### src/rtl/array_proc_pkg.sv
// Shared parameter defaults, mode encoding and pointer-width helper for the
// array processing blocks.
package array_proc_pkg;

    localparam int unsigned DATA_W_DEF = 8;
    localparam int unsigned DEPTH_DEF  = 8;
    localparam int unsigned SUM_W_DEF  = 16;

    typedef enum logic {
        MODE_CUM = 1'b0,
        MODE_WIN = 1'b1
    } mode_e;

    // Address bits needed to index a buffer of the given depth (minimum 1).
    function automatic int unsigned ptr_width(input int unsigned depth);
        int unsigned w;
        w = 1;
        while ((32'd1 << w) < depth) begin
            w = w + 1;
        end
        return w;
    endfunction

endpackage

### src/rtl/array_sample_ram.sv
// Sample buffer: one write port, a combinational eviction read at the write
// slot, and a registered readback port.
module array_sample_ram
    import array_proc_pkg::*;
#(
    parameter int unsigned DATA_W = DATA_W_DEF,
    parameter int unsigned DEPTH  = DEPTH_DEF,
    parameter int unsigned ADDR_W = ptr_width(DEPTH_DEF)
) (
    input  logic              clk,
    input  logic              rst,
    input  logic              wr_en,
    input  logic [ADDR_W-1:0] wr_addr,
    input  logic [DATA_W-1:0] wr_data,
    input  logic [ADDR_W-1:0] ev_addr,
    output logic [DATA_W-1:0] ev_data_c,
    input  logic [ADDR_W-1:0] rd_addr,
    output logic [DATA_W-1:0] rd_data
);

    logic [DATA_W-1:0] mem [DEPTH];

    // Storage is intentionally not reset; stale entries are never evicted
    // before the window fills.
    always_ff @(posedge clk) begin
        if (wr_en) begin
            mem[wr_addr] <= wr_data;
        end
    end

    assign ev_data_c = mem[ev_addr];

    // Readback samples pre-write content when reading the slot being written.
    always_ff @(posedge clk or posedge rst) begin
        if (rst) begin
            rd_data <= '0;
        end else begin
            rd_data <= mem[rd_addr];
        end
    end

endmodule

### src/rtl/array_window_accum.sv
// Streaming accumulator producing either a cumulative sum or a sliding-window
// sum over the last DEPTH samples, with a buffer readback port.
module array_window_accum
    import array_proc_pkg::*;
#(
    parameter int unsigned DATA_W = DATA_W_DEF,
    parameter int unsigned DEPTH  = DEPTH_DEF,
    parameter int unsigned SUM_W  = SUM_W_DEF
) (
    input  logic                       clk,
    input  logic                       rst,
    input  logic                       clear,
    input  logic                       mode,
    input  logic                       in_valid,
    output logic                       in_ready,
    input  logic [DATA_W-1:0]          in_data,
    output logic                       out_valid,
    input  logic                       out_ready,
    output logic [SUM_W-1:0]           out_sum,
    output logic [ptr_width(DEPTH):0]  count,
    output logic                       full,
    output logic                       overflow,
    input  logic [ptr_width(DEPTH)-1:0] rd_addr,
    output logic [DATA_W-1:0]          rd_data
);

    localparam int unsigned PTR_W = ptr_width(DEPTH);
    localparam int unsigned CNT_W = PTR_W + 1;
    localparam int unsigned SUM_X = SUM_W + 1;

    logic [PTR_W-1:0]  wr_ptr;
    logic [SUM_W-1:0]  cum_sum;
    logic [SUM_W-1:0]  win_sum;
    logic              accept_c;
    logic [DATA_W-1:0] evict_c;
    logic [SUM_X-1:0]  cum_ext_c;
    logic [SUM_W-1:0]  win_next_c;
    logic [CNT_W-1:0]  count_next_c;

    assign in_ready = (!out_valid || out_ready) && !clear;
    assign accept_c = in_valid && in_ready;

    array_sample_ram #(
        .DATA_W (DATA_W),
        .DEPTH  (DEPTH),
        .ADDR_W (PTR_W)
    ) u_ram (
        .clk       (clk),
        .rst       (rst),
        .wr_en     (accept_c),
        .wr_addr   (wr_ptr),
        .wr_data   (in_data),
        .ev_addr   (wr_ptr),
        .ev_data_c (evict_c),
        .rd_addr   (rd_addr),
        .rd_data   (rd_data)
    );

    // Post-accept accumulator and count values; the extra cum bit flags a wrap.
    always_comb begin
        cum_ext_c    = '0;
        win_next_c   = '0;
        count_next_c = '0;
        cum_ext_c    = {1'b0, cum_sum} + SUM_X'(in_data);
        win_next_c   = win_sum + SUM_W'(in_data) - (full ? SUM_W'(evict_c) : SUM_W'(0));
        count_next_c = full ? count : count + CNT_W'(1);
    end

    always_ff @(posedge clk or posedge rst) begin
        if (rst) begin
            wr_ptr    <= '0;
            count     <= '0;
            full      <= 1'b0;
            cum_sum   <= '0;
            win_sum   <= '0;
            overflow  <= 1'b0;
            out_sum   <= '0;
            out_valid <= 1'b0;
        end else if (clear) begin
            wr_ptr    <= '0;
            count     <= '0;
            full      <= 1'b0;
            cum_sum   <= '0;
            win_sum   <= '0;
            overflow  <= 1'b0;
            out_valid <= 1'b0;
        end else if (accept_c) begin
            wr_ptr    <= wr_ptr + PTR_W'(1);
            count     <= count_next_c;
            full      <= (count_next_c == CNT_W'(DEPTH));
            cum_sum   <= cum_ext_c[SUM_W-1:0];
            win_sum   <= win_next_c;
            if (cum_ext_c[SUM_W]) begin
                overflow <= 1'b1;
            end
            // Mode is captured here so later mode changes never alter this result.
            out_sum   <= (mode_e'(mode) == MODE_WIN) ? win_next_c : cum_ext_c[SUM_W-1:0];
            out_valid <= 1'b1;
        end else if (out_ready) begin
            out_valid <= 1'b0;
        end
    end

endmodule

### config.mk
export PLATFORM = sky130hd
export DESIGN_NAME = array_window_accum
export DESIGN_NICKNAME = d
export VERILOG_FILES = /design/src/rtl/array_proc_pkg.sv /design/src/rtl/array_sample_ram.sv /design/src/rtl/array_window_accum.sv
export SDC_FILE = /design/constraint.sdc
export NUM_CORES = 1
export LEC_CHECK = 0
export CAP_MARGIN = 15
export CORE_MARGIN = 5
export CORE_UTILIZATION = 35
export CTS_CLUSTER_SIZE = 28
export DETAILED_ROUTE_END_ITERATION = 8
export SYNTH_ARGS = -nofsm -noshare
export SYNTH_HDL_FRONTEND = slang
export SYNTH_SLANG_ARGS = --single-unit
export TNS_END_PERCENT = 20
### constraint.sdc
create_clock -name clk -period 3.9 [get_ports clk]
set_clock_uncertainty 0.05 [all_clocks]
set_input_delay 0.585 -clock clk [delete_from_list [all_inputs] [get_ports clk]]
set_output_delay 0.585 -clock clk [all_outputs]
set_load 0.03 [all_outputs]
Yosys cells after proc, flatten, opt, wreduce, memory -nomap -nowiden
Memory sizes are Yosys's and may differ from the RTL's. A register that Yosys moved wholly into a read port is not among the register bits.
Cells that the tools add are included.
{ "totals": {"regBits": 58, "ramBits": 64, "in_bits": 17, "out_inout_bits": 32, "word_cells": 47, "n_memories": 1} }
{ "op_classes": {"addsub": 5, "n_eq_ne": 1, "mux": 21, "n_bitwise": 1, "reduce_logical": 10} }
{ "mem_list": {"columns": ["memory", "words", "width", "read_ports", "rd_clocked_by_memory_dff", "write_ports", "line", "rtl"], "rows": [
  ["u_ram.mem", 8, 8, 2, 1, 1, "array_sample_ram.sv:21", "logic [DATA_W-1:0] mem [DEPTH];"]
]} }
{ "ops": {"columns": ["cell", "n"], "rows": [
  ["16-bit two-way mux", 5],
  ["16-bit by 8-bit adder with 17-bit output", 1],
  ["16-bit by 8-bit adder with 16-bit output", 1],
  ["16-bit by 8-bit subtractor with 16-bit output", 1],
  ["4-bit two-way mux", 3],
  ["1-bit two-way mux", 10],
  ["8-bit two-way mux", 1],
  ["3-bit two-way mux", 2],
  ["4-bit by 1-bit adder with 4-bit output, second input constant", 1],
  ["4-bit equality test, second input constant", 1],
  ["2-bit AND reduction", 2],
  ["2-bit nonzero test", 2],
  ["3-bit by 1-bit adder with 3-bit output, second input constant", 1],
  ["3-bit nonzero test", 1],
  ["1-bit logical AND", 2],
  ["1-bit logical NOT", 2],
  ["1-bit logical OR", 1],
  ["1-bit NOT", 1]
]} }

Logic depth before layout (Yosys ltp)
Gate-level depths: netlist of run 1.
{ "logic_depth": {"word_depth": 6, "ltp_mapped": 16, "mapped_depth_nobuf": 14} }

By module
From an unflattened synthesis of run 1, not the netlist that was laid out.
{ "unflattened": {"cells_unflattened": 616, "area_unflattened_um2": 7352.1} }
{ "by_module_without_submodules": {"columns": ["module", "n_inst", "cells_each", "area_per_inst_um2", "seq_area_each_um2"], "rows": [
  ["array_window_accum", 1, 472, 4070.2, 1451.4],
  ["array_sample_ram", 1, 144, 3281.9, 2122.0]
]} }

Worst setup path after synthesis of run 1
OpenSTA, ideal clock, no wires.
{ "synth_path": {"path_type": "reg2reg", "start": "register wr_ptr[0]", "end": "register out_sum[12]", "setup_ps": 132, "arrival_ps": 3510, "required_time_ps": 3718, "setup_slack_ps": 208, "path_stages_with_launch": 15, "n_path_buf": 1, "synth_period_minus_slack_ps": 3692, "path_cell_list": "dfrtp_1 -> buf_2 -> mux4_2 -> mux2i_1 -> nor2b_1 -> fa_1 -> inv_1 -> fa_1 -> a211oi_2 -> o21bai_1 -> a21oi_2 -> o21ai_2 -> a221oi_2 -> xor2_1 -> o211ai_1"} }
{ "synth_between": {"elab_chain_len": 4} }
{ "synth_rtl": {"columns": ["element", "line", "rtl"], "rows": [
  ["start: declaration", "array_window_accum.sv:31", "logic [PTR_W-1:0] wr_ptr;"],
  ["start signal: assignment", "array_window_accum.sv:88", "wr_ptr <= wr_ptr + PTR_W'(1);"],
  ["memory read 8 x 8 bit", null, null],
  ["8-bit two-way mux", "array_window_accum.sv:65", "win_next_c = win_sum + SUM_W'(in_data) - (full ? SUM_W'(evict_c) : SUM_W'(0));"],
  ["16-bit by 8-bit subtractor with 16-bit output", "array_window_accum.sv:65", null],
  ["16-bit two-way mux", "array_window_accum.sv:97", "out_sum <= (mode_e'(mode) == MODE_WIN) ? win_next_c : cum_ext_c[SUM_W-1:0];"],
  ["end signal: assignment", "array_window_accum.sv:97", null],
  ["end: declaration", "array_window_accum.sv:19", "output logic [SUM_W-1:0] out_sum,"]
]} }
No other way between the ends.
A chain may end at the register's enable or synchronous reset.

Worst setup path after layout of run 1
{ "layout_path": {"start": "register wr_ptr[0]", "end": "register out_sum[13]"} }
Same word-level chain as after synthesis.

==> results of run 1 <==
==> sequential cells by signal, summed over array words and instances, names as in the netlist <==
name	cells
count	4
u_ram.rd_data	8
out_valid	1
cum_sum	16
out_sum	16
win_sum	16
u_ram.mem	64
overflow	1
wr_ptr	3
full	1
==> how the worst max path moves through the flow <==
| stage | to | slack (ps) | depth (start not counted) |
|---|---|---|---|
| after global placement | out_sum[10] | 30 | 14 |
| after global routing | win_sum[12] | -6 | 13 |
| after CTS | out_sum[12] | 80 | 14 |
| after detailed placement | out_sum[12] | -3 | 14 |
| after floorplan | out_sum[12] | 210 | 14 |
| final | out_sum[13] | 180 | 14 |
==> worst max-delay path, stage by stage, from the launching register on <==
cell	delay, ps
dfrtp_2	500
clkbuf_16	210
mux4_2	520
mux2i_4	180
nor2b_1	80
fa_1	470
inv_1	40
ha_1	340
a21oi_1	170
o21ai_1	150
a31oi_1	220
o31a_1	230
xor2_1	210
o31ai_1	80
o21bai_1	160
==> cells in the mapped netlist, drive strengths merged, types with 11 or more instances <==
cell type  number
edfxtp         64
ha             26
nand2          75
nor2           46
nor2b          16
clkbuf         21
inv            42
mux4           32
mux2i          13
a21oi          44
o21ai          27
xor2           15
xnor2          22
nand3          11
dfrtp          66
==> cells by family after synthesis <==
group | Yosys count | share of synthesized area, %
mux | 54 | 13.29
xor+xnor | 37 | 4.523
fa+ha+maj | 35 | 7.055
buf+inv | 73 | 3.912
compound gates | 107 | 9.745
simple gates | 183 | 11.60
flops | 130 | 49.88
==> per-layer routing <==
metal	vias to the layer above	GRT usage [%]	share of wire, %
met5	-	0	0
met1	2520	20.72	44
met4	0	5.431	2.3
li1	2370	-	-
met2	149	25.68	49
met3	29	3.789	5.1
==> what timing repair did <==
item,in CTS,in global routing
gates cloned,0,1
endpoints found under the setup margin,4,13
buffers inserted,0,3
pin swaps,0,8
resized for setup,2,18
==> placed cells by master (no fill, tap or decap), drive strengths merged, types with 4 or more instances in the layout <==
cell type       n
nand2          75
dfrtp          66
edfxtp         64
clkdlybuf4s50  48
nor2           46
a21oi          44
inv            43
buf            40
mux4           32
o21ai          27
ha             26
clkbuf         24
xnor2          22
nor2b          16
xor2           15
mux2i          13
nand3          11
nor3            9
mux2            9
fa              9
or3             8
a211oi          6
o211ai          5
a21o            5
a31oi           4
o221ai          4
o21bai          4
==> power breakdown <==
group / switching [mW] / leakage (nW) / total [mW] / internal (mW)
Combinational: 1.02 / 1.74 / 1.81 / 0.793
Clock: 0.580 / 0.285 / 1.62 / 1.04
Sequential: 0.0914 / 1.43 / 1.67 / 1.58
Total: 1.69 / 3.46 / 5.10 / 3.41
==> cell type report <==
class	count	area (sq um)
Multi-Input combinational cell	416	3393
Inverter	42	157.7
Tap cell	270	337.8
Clock buffer	23	467.9
Clock inverter	9	131.4
Fill cell	1872	11270
Sequential cell	130	3576
Timing Repair Buffer	89	830.8
==> metrics.md, run 1 <==
| Metric | Value |
|---|---|
| Status | `completed` |
| Post-route insts no fill | `979` |
| Residual DRC count | `0` |
| Routed Antenna Nets | `0` |
| Post-Route WL | `17940 um` |
| Htree depth | `4` |
| Largest net degree at the start of global routing | `47` |
| Syn Std Cell Area | `0.007164 sq mm` |
| Initial antenna violation count | `0` |
| Pleak | `3.456 nW` |
| Syn nets | `671` |
| Rel. slew slack | `40.56%` |
| # Max-Cap Violations | `0` |
| Worst hold path class | `in2async` |
| Worst Path Required | `4140 ps` |
| Critical path class | `reg2reg` |
| CTS max path bufs | `2` |
| Slew Limit Fails | `0` |
| Synth warn | `0` |
| Initial Util | `35.52%` |
| Pre-Repair DR Iteration Count | `5` |
| Final Critical Period | `3717 ps` |
| Cts bufs inserted | `17` |
| Post-placement cell count | `942` |
| Top_reg_cell synth | `dfrtp_1` |
| Achievable frequency | `269.0 MHz` |
| Slew @ Worst Pin | `888.8 ps` |
| CTS clk-pin slew, worst paths | `60 ps` |
| Power density cells | `573.2 mW/mm^2` |
| Fin area | `0.008895 sq mm` |
| Power Total | `5.098 mW` |
| Final number of hold-violating endpoints | `0` |
| Sum Neg Setup Slack | `0 ps` |
| Post-Place Cell Area | `0.008143 sq mm` |
| Share of the synthesized area in the top cell type | `26.83%` |
| Worst R2R Setup Slack | `180 ps` |
| Sequential area share after synthesis | `49.88%` |
| Reg2Reg Launch Point | `wr_ptr[0]` |
| Post-Synthesis Cells | `619` |
| Synth-to-layout area growth | `24.15%` |
| Nets | `748` |
| Final hold slack | `328.9 ps` |
| Worst reg-to-reg path cell count | `14` |
| Rows | `52` |
| Crit path from | `wr_ptr[0]` |
| Vias in the first global route | `5385` |
| Die ar. | `0.02343 sq mm` |
| # setup viols final | `0` |
| Final Wtd Congestion | `0.8310` |
| Tcrit/Tclk final | `95.30%` |
| Number of synthesized flops with an enable pin | `64` |
| Latest clock arrival within the worst-skew pair | `420 ps` |
| Setup ws final | `183.2 ps` |
| Die W | `153.1 um` |
| Most area-hungry cell type in the Yosys netlist | `edfxtp_1` |
| Crit path max fanout | `6` |
| Worst vdd ir | `0.3363 mV` |
| Initial drt markers | `365` |
| CTS Hold Bufs | `0` |
| Congestion Overflow GR | `0` |
| Crit path DAT | `3960 ps` |
| Post-Place Setup Slack | `-2.976 ps` |
| Crit path capture type | `flop` |
| Layout cells sized above 1 | `19.18%` |
| Distinct cells, synth | `50` |
| Avg WL per Cell | `18.32 um` |
| TritonCTS clock tree | `done` |
| Clock root cell | `clkbuf_16` |
| Port bufs | `48` |
| R2r endpoint | `out_sum[13]` |
| Core area | `0.02017 sq mm` |
| DIE HEIGHT | `153.1 um` |
| CP startpoint kind | `flop` |
| DR vias/cell | `5.177` |
| Yosys reg bits | `130` |
| Detailed placement HPWL | `12440 um` |
| Avg Synthesized Cell Area | `11.57 sq um` |
| Via Count | `5068` |
| Top post-synthesis cells by area | `edfxtp_1 (27%), dfrtp_1 (23%), mux4_2 (10%), ha_1 (4.5%), nand2_1 (3.9%)` |
| Global-route wire length before repair | `28970 um` |
| Post-layout util | `44.10%` |
| Total GRT Usage | `15.77%` |
| # IOs | `49` |
| Asr flop ratio synth | `50.77%` |
| Diode count | `0` |
| Clock sink count | `130` |
No activity file was read; power rests on OpenSTA's default activity.
==> run 2, diff against run 1 <==
Settings changed: ABC_AREA set to 1, PLACE_DENSITY set to 0.62.
==> run 2 against run 1 <==
  * Cell count is 28% higher
  * Clock power about the same
  * Non-clock buffer count down 16
  * First-iteration DRC count grew 19%
  * Sequential power about the same
  * Combinational power up 12%
  * Area after synthesis rose by 4.4%
  * Hold slack gained 99 ps
==> metrics.md, run 2 <==
| Metric | Value |
|---|---|
| Latest clock arrival within the worst-skew pair | `420 ps (about the same)` |
| Fill cells | `2069 (+11%)` |
| Most flops, register | `u_ram.mem` |
| Crit path capture | `out_sum[12]` |
| FF+latch area | `0.003573 sq mm (about the same)` |
| Congestion Overflow GR | `0 (unchanged)` |
| Worst reg-to-reg path cell count | `19 (+5)` |
| Number of synthesized flops with an enable pin | `64 (unchanged)` |
| Rel. slew slack | `33.60% (-7.0 points)` |
| Post-CTS Repair Setup Buffers | `0 (unchanged)` |
| Vias in the first global route | `6209 (+15%)` |
| Synth-to-layout area growth | `19.47%` |
| Slew Limit Fails | `0 (unchanged)` |
| Clock root cell | `clkbuf_16` |
| Pleak | `4.075 nW (+18%)` |
| Avg Synthesized Cell Area | `8.282 sq um (-28%)` |
| Grt met3 use | `2.746% (-1.0 points)` |
| Yosys reg bits | `130 (unchanged)` |
| Most area-hungry cell type in the Yosys netlist | `edfxtp_1` |
| Post-Route WL | `20660 um (+15%)` |
| Routed Antenna Nets | `0 (unchanged)` |
| Initial Util | `35.58% (+0.054 points)` |
| Crit path max-delay cell type | `fa_1` |
| Reg2Reg Launch Point | `wr_ptr[0]` |
| Sequential area share after synthesis | `47.78% (-2.1 points)` |
| Achievable frequency | `301.5 MHz (+12%)` |
| # Max-Cap Violations | `0 (unchanged)` |
| Power density cells | `599.5 mW/mm^2 (+4.6%)` |
| Initial drt markers | `436 (+19%)` |
| Commonest cells post-synth | `nand2_1 (233), inv_1 (137), o21ai_0 (92)` |
| Resized cells post-CTS | `0 (-2)` |
| Post-layout util | `42.50% (-1.6 points)` |
| Layout cells sized above 1 | `7.260% (-12 points)` |
| Final Wtd Congestion | `0.9341 (+12%)` |
| Grt met1 use | `23.09% (+2.4 points)` |
| Core area | `0.02102 sq mm (+4.2%)` |
| CP startpoint kind | `flop` |
| CTS Hold Bufs | `0 (unchanged)` |
| Clock sink count | `130 (unchanged)` |
| Worst Path Required | `4160 ps (+20 ps)` |
| Setup ws final | `583.0 ps (+399.9 ps)` |
| CTS clk-pin slew, worst paths | `60 ps (about the same)` |
| Via Count | `6254 (+23%)` |
| DR vias/cell | `4.991 (-3.6%)` |
| DIE HEIGHT | `156.2 um (+2.0%)` |
| Post-Synthesis Cells | `903 (+46%)` |
| Cts bufs inserted | `17 (unchanged)` |
| Slew @ Worst Pin | `992.3 ps (+103.5 ps)` |
| Nets | `1017 (+36%)` |
| CTS max path bufs | `2 (unchanged)` |
| Residual DRC count | `0 (unchanged)` |
| Detailed placement HPWL | `14940 um (+20%)` |
| Die W | `156.2 um (+2.0%)` |
| Syn nets | `955 (+42%)` |
| Crit path DAT | `3570 ps (-390 ps)` |
| Asr flop ratio synth | `50.77% (unchanged)` |
| Critical path class | `reg2reg` |
| Crit path from | `wr_ptr[0]` |
| Rows | `53 (+1.9%)` |
| GR Util met2 | `29.44% (+3.8 points)` |
| R2r endpoint | `out_sum[12]` |
| Top_reg_cell synth | `dfrtp_1` |
| Top post-synthesis cells by area | `edfxtp_1 (26%), dfrtp_1 (22%), nand2_1 (12%), inv_1 (6.9%), o21ai_0 (6.2%)` |
| # IOs | `49 (unchanged)` |
| Highest-count cells in the layout ignoring fill and taps | `nand2_1 (233), inv_1 (136), o21ai_0 (92)` |
| Final hold slack | `428.3 ps (+99.38 ps)` |
| TritonCTS clock tree | `done` |
| Max FFs per register | `64 (unchanged)` |
| Status | `completed` |
| Most common cell after layout, fill and taps aside | `nand2_1` |
| Share of the synthesized area in the top cell type | `25.70% (-1.1 points)` |
| Initial antenna violation count | `0 (unchanged)` |
| Cell with the most instances after synthesis | `nand2_1` |
| Distinct cells, synth | `42 (-16%)` |
| Final number of hold-violating endpoints | `0 (unchanged)` |
| Htree depth | `4 (unchanged)` |
| Avg WL per Cell | `16.48 um (-10%)` |
| # setup viols final | `0 (unchanged)` |
| Crit-path most repeated cell | `nand2_1` |
| Cells along the critical path | `inv_1, buf_4, a21oi_1, o21ai_0, a41oi_1, ha_1, inv_1, ha_1, fa_1, nand3_1, nand3_1, nand2_1, nand2_1, nand2_1, nand2_1, nand2_1, nand3_1, nand3_1, nand2_1` |
| Crit path capture type | `flop` |
| Crit path max fanout | `13 (+7)` |
| Syn Std Cell Area | `0.007478 sq mm (+4.4%)` |
| Worst vdd ir | `0.3448 mV (+2.5%)` |
| Diode count | `0 (unchanged)` |
| Delay of the slowest critical-path stage | `440 ps (-80 ps)` |
| Global-route wire length before repair | `33200 um (+15%)` |
| Final Critical Period | `3317 ps (-399.9 ps)` |
| RSZ-0062 raised after global routing | `no` |
| Area taken by multi-input logic gates | `0.003196 sq mm (-5.8%)` |
| Post-Place Setup Slack | `589.2 ps (+592.2 ps)` |
| Pre-Repair DR Iteration Count | `5 (unchanged)` |
| Synth warn | `0 (unchanged)` |
| Die ar. | `0.02439 sq mm (+4.1%)` |
| GRT Max-Usage Layer | `met2` |
| Worst hold path class | `reg2reg` |
| Port bufs | `48 (unchanged)` |
| Worst R2R Setup Slack | `580 ps (+400 ps)` |
| Total GRT Usage | `17.45% (+1.7 points)` |
| Sum Neg Setup Slack | `0 ps (unchanged)` |
| Largest net degree at the start of global routing | `42 (-11%)` |
| Tcrit/Tclk final | `85.05% (-10 points)` |
-- run 2: area by class of cell --
class / count / share of cell area, %
flip-flops and latches: 130 / 39.99
multi-input cells: 600 / 35.77
repair buffers: 73 / 7.618
inverters: 143 / 6.036
clock buffers: 20 / 4.999
well taps: 275 / 3.851
clock inverters: 12 / 1.736
-- run 2: kinds of logic (layout without fill, tap and decap cells) --
family | after synthesis | after routing | share of synthesized area, %
buffers and inverters | 173 | 248 | 9.486
adder cells (fa/ha/maj) | 35 | 35 | 6.759
flip-flops | 130 | 130 | 47.78
AO/OA/AOI/OAI | 187 | 187 | 14.34
XOR/XNOR | 18 | 18 | 2.108
AND/OR/NAND/NOR | 360 | 360 | 19.52
-- run 2: critical path, delay by kind of cell, from the launching register on --
family,cells,cell delay [ps]
compound gates,3,380
fa+ha+maj,3,980
buf+inv,3,550
flops,1,390
simple gates,10,840
-- run 2: stage by stage --
| stage | area (sq um) | power [mW] | instances |
|---|---|---|---|
| final | 8935 | 5.356 | 1253 |
| after CTS | 8935 | 5.392 | 1253 |
| after global placement | 8333 | 3.720 | 1221 |
| after global routing | 8935 | 5.714 | 1253 |
| after floorplan | 7478 | 3.183 | 903 |
| after detailed placement | 8333 | 3.734 | 1221 |
-- run 2: where the power goes --
group          switching [mW]  internal (mW)  leakage, nW
logic                    1.27          0.751         2.35
clock network           0.621           1.02        0.291
registers              0.0897           1.60         1.43
total                    1.98           3.38         4.07
-- run 2: layer usage --
metal | routed length [um] | vias to the layer above | part of all wire [%]
met5 | 0 | - | 0
met4 | 322 | 0 | 1.6
met3 | 1134 | 32 | 5.5
met2 | 10060 | 193 | 49
met1 | 9139 | 2939 | 44
li1 | - | 3090 | -
-- run 2: worst min path at each step --
stage / to / cells after the start / from
after floorplan: cum_sum[3] / 2 / cum_sum[3]
after global placement: out_sum[10] / 2 / out_sum[10]
after detailed placement: out_sum[10] / 2 / out_sum[10]
after CTS: out_sum[12] / 2 / out_sum[12]
after global routing: out_sum[12] / 2 / out_sum[12]
final: out_sum[12] / 2 / out_sum[12]
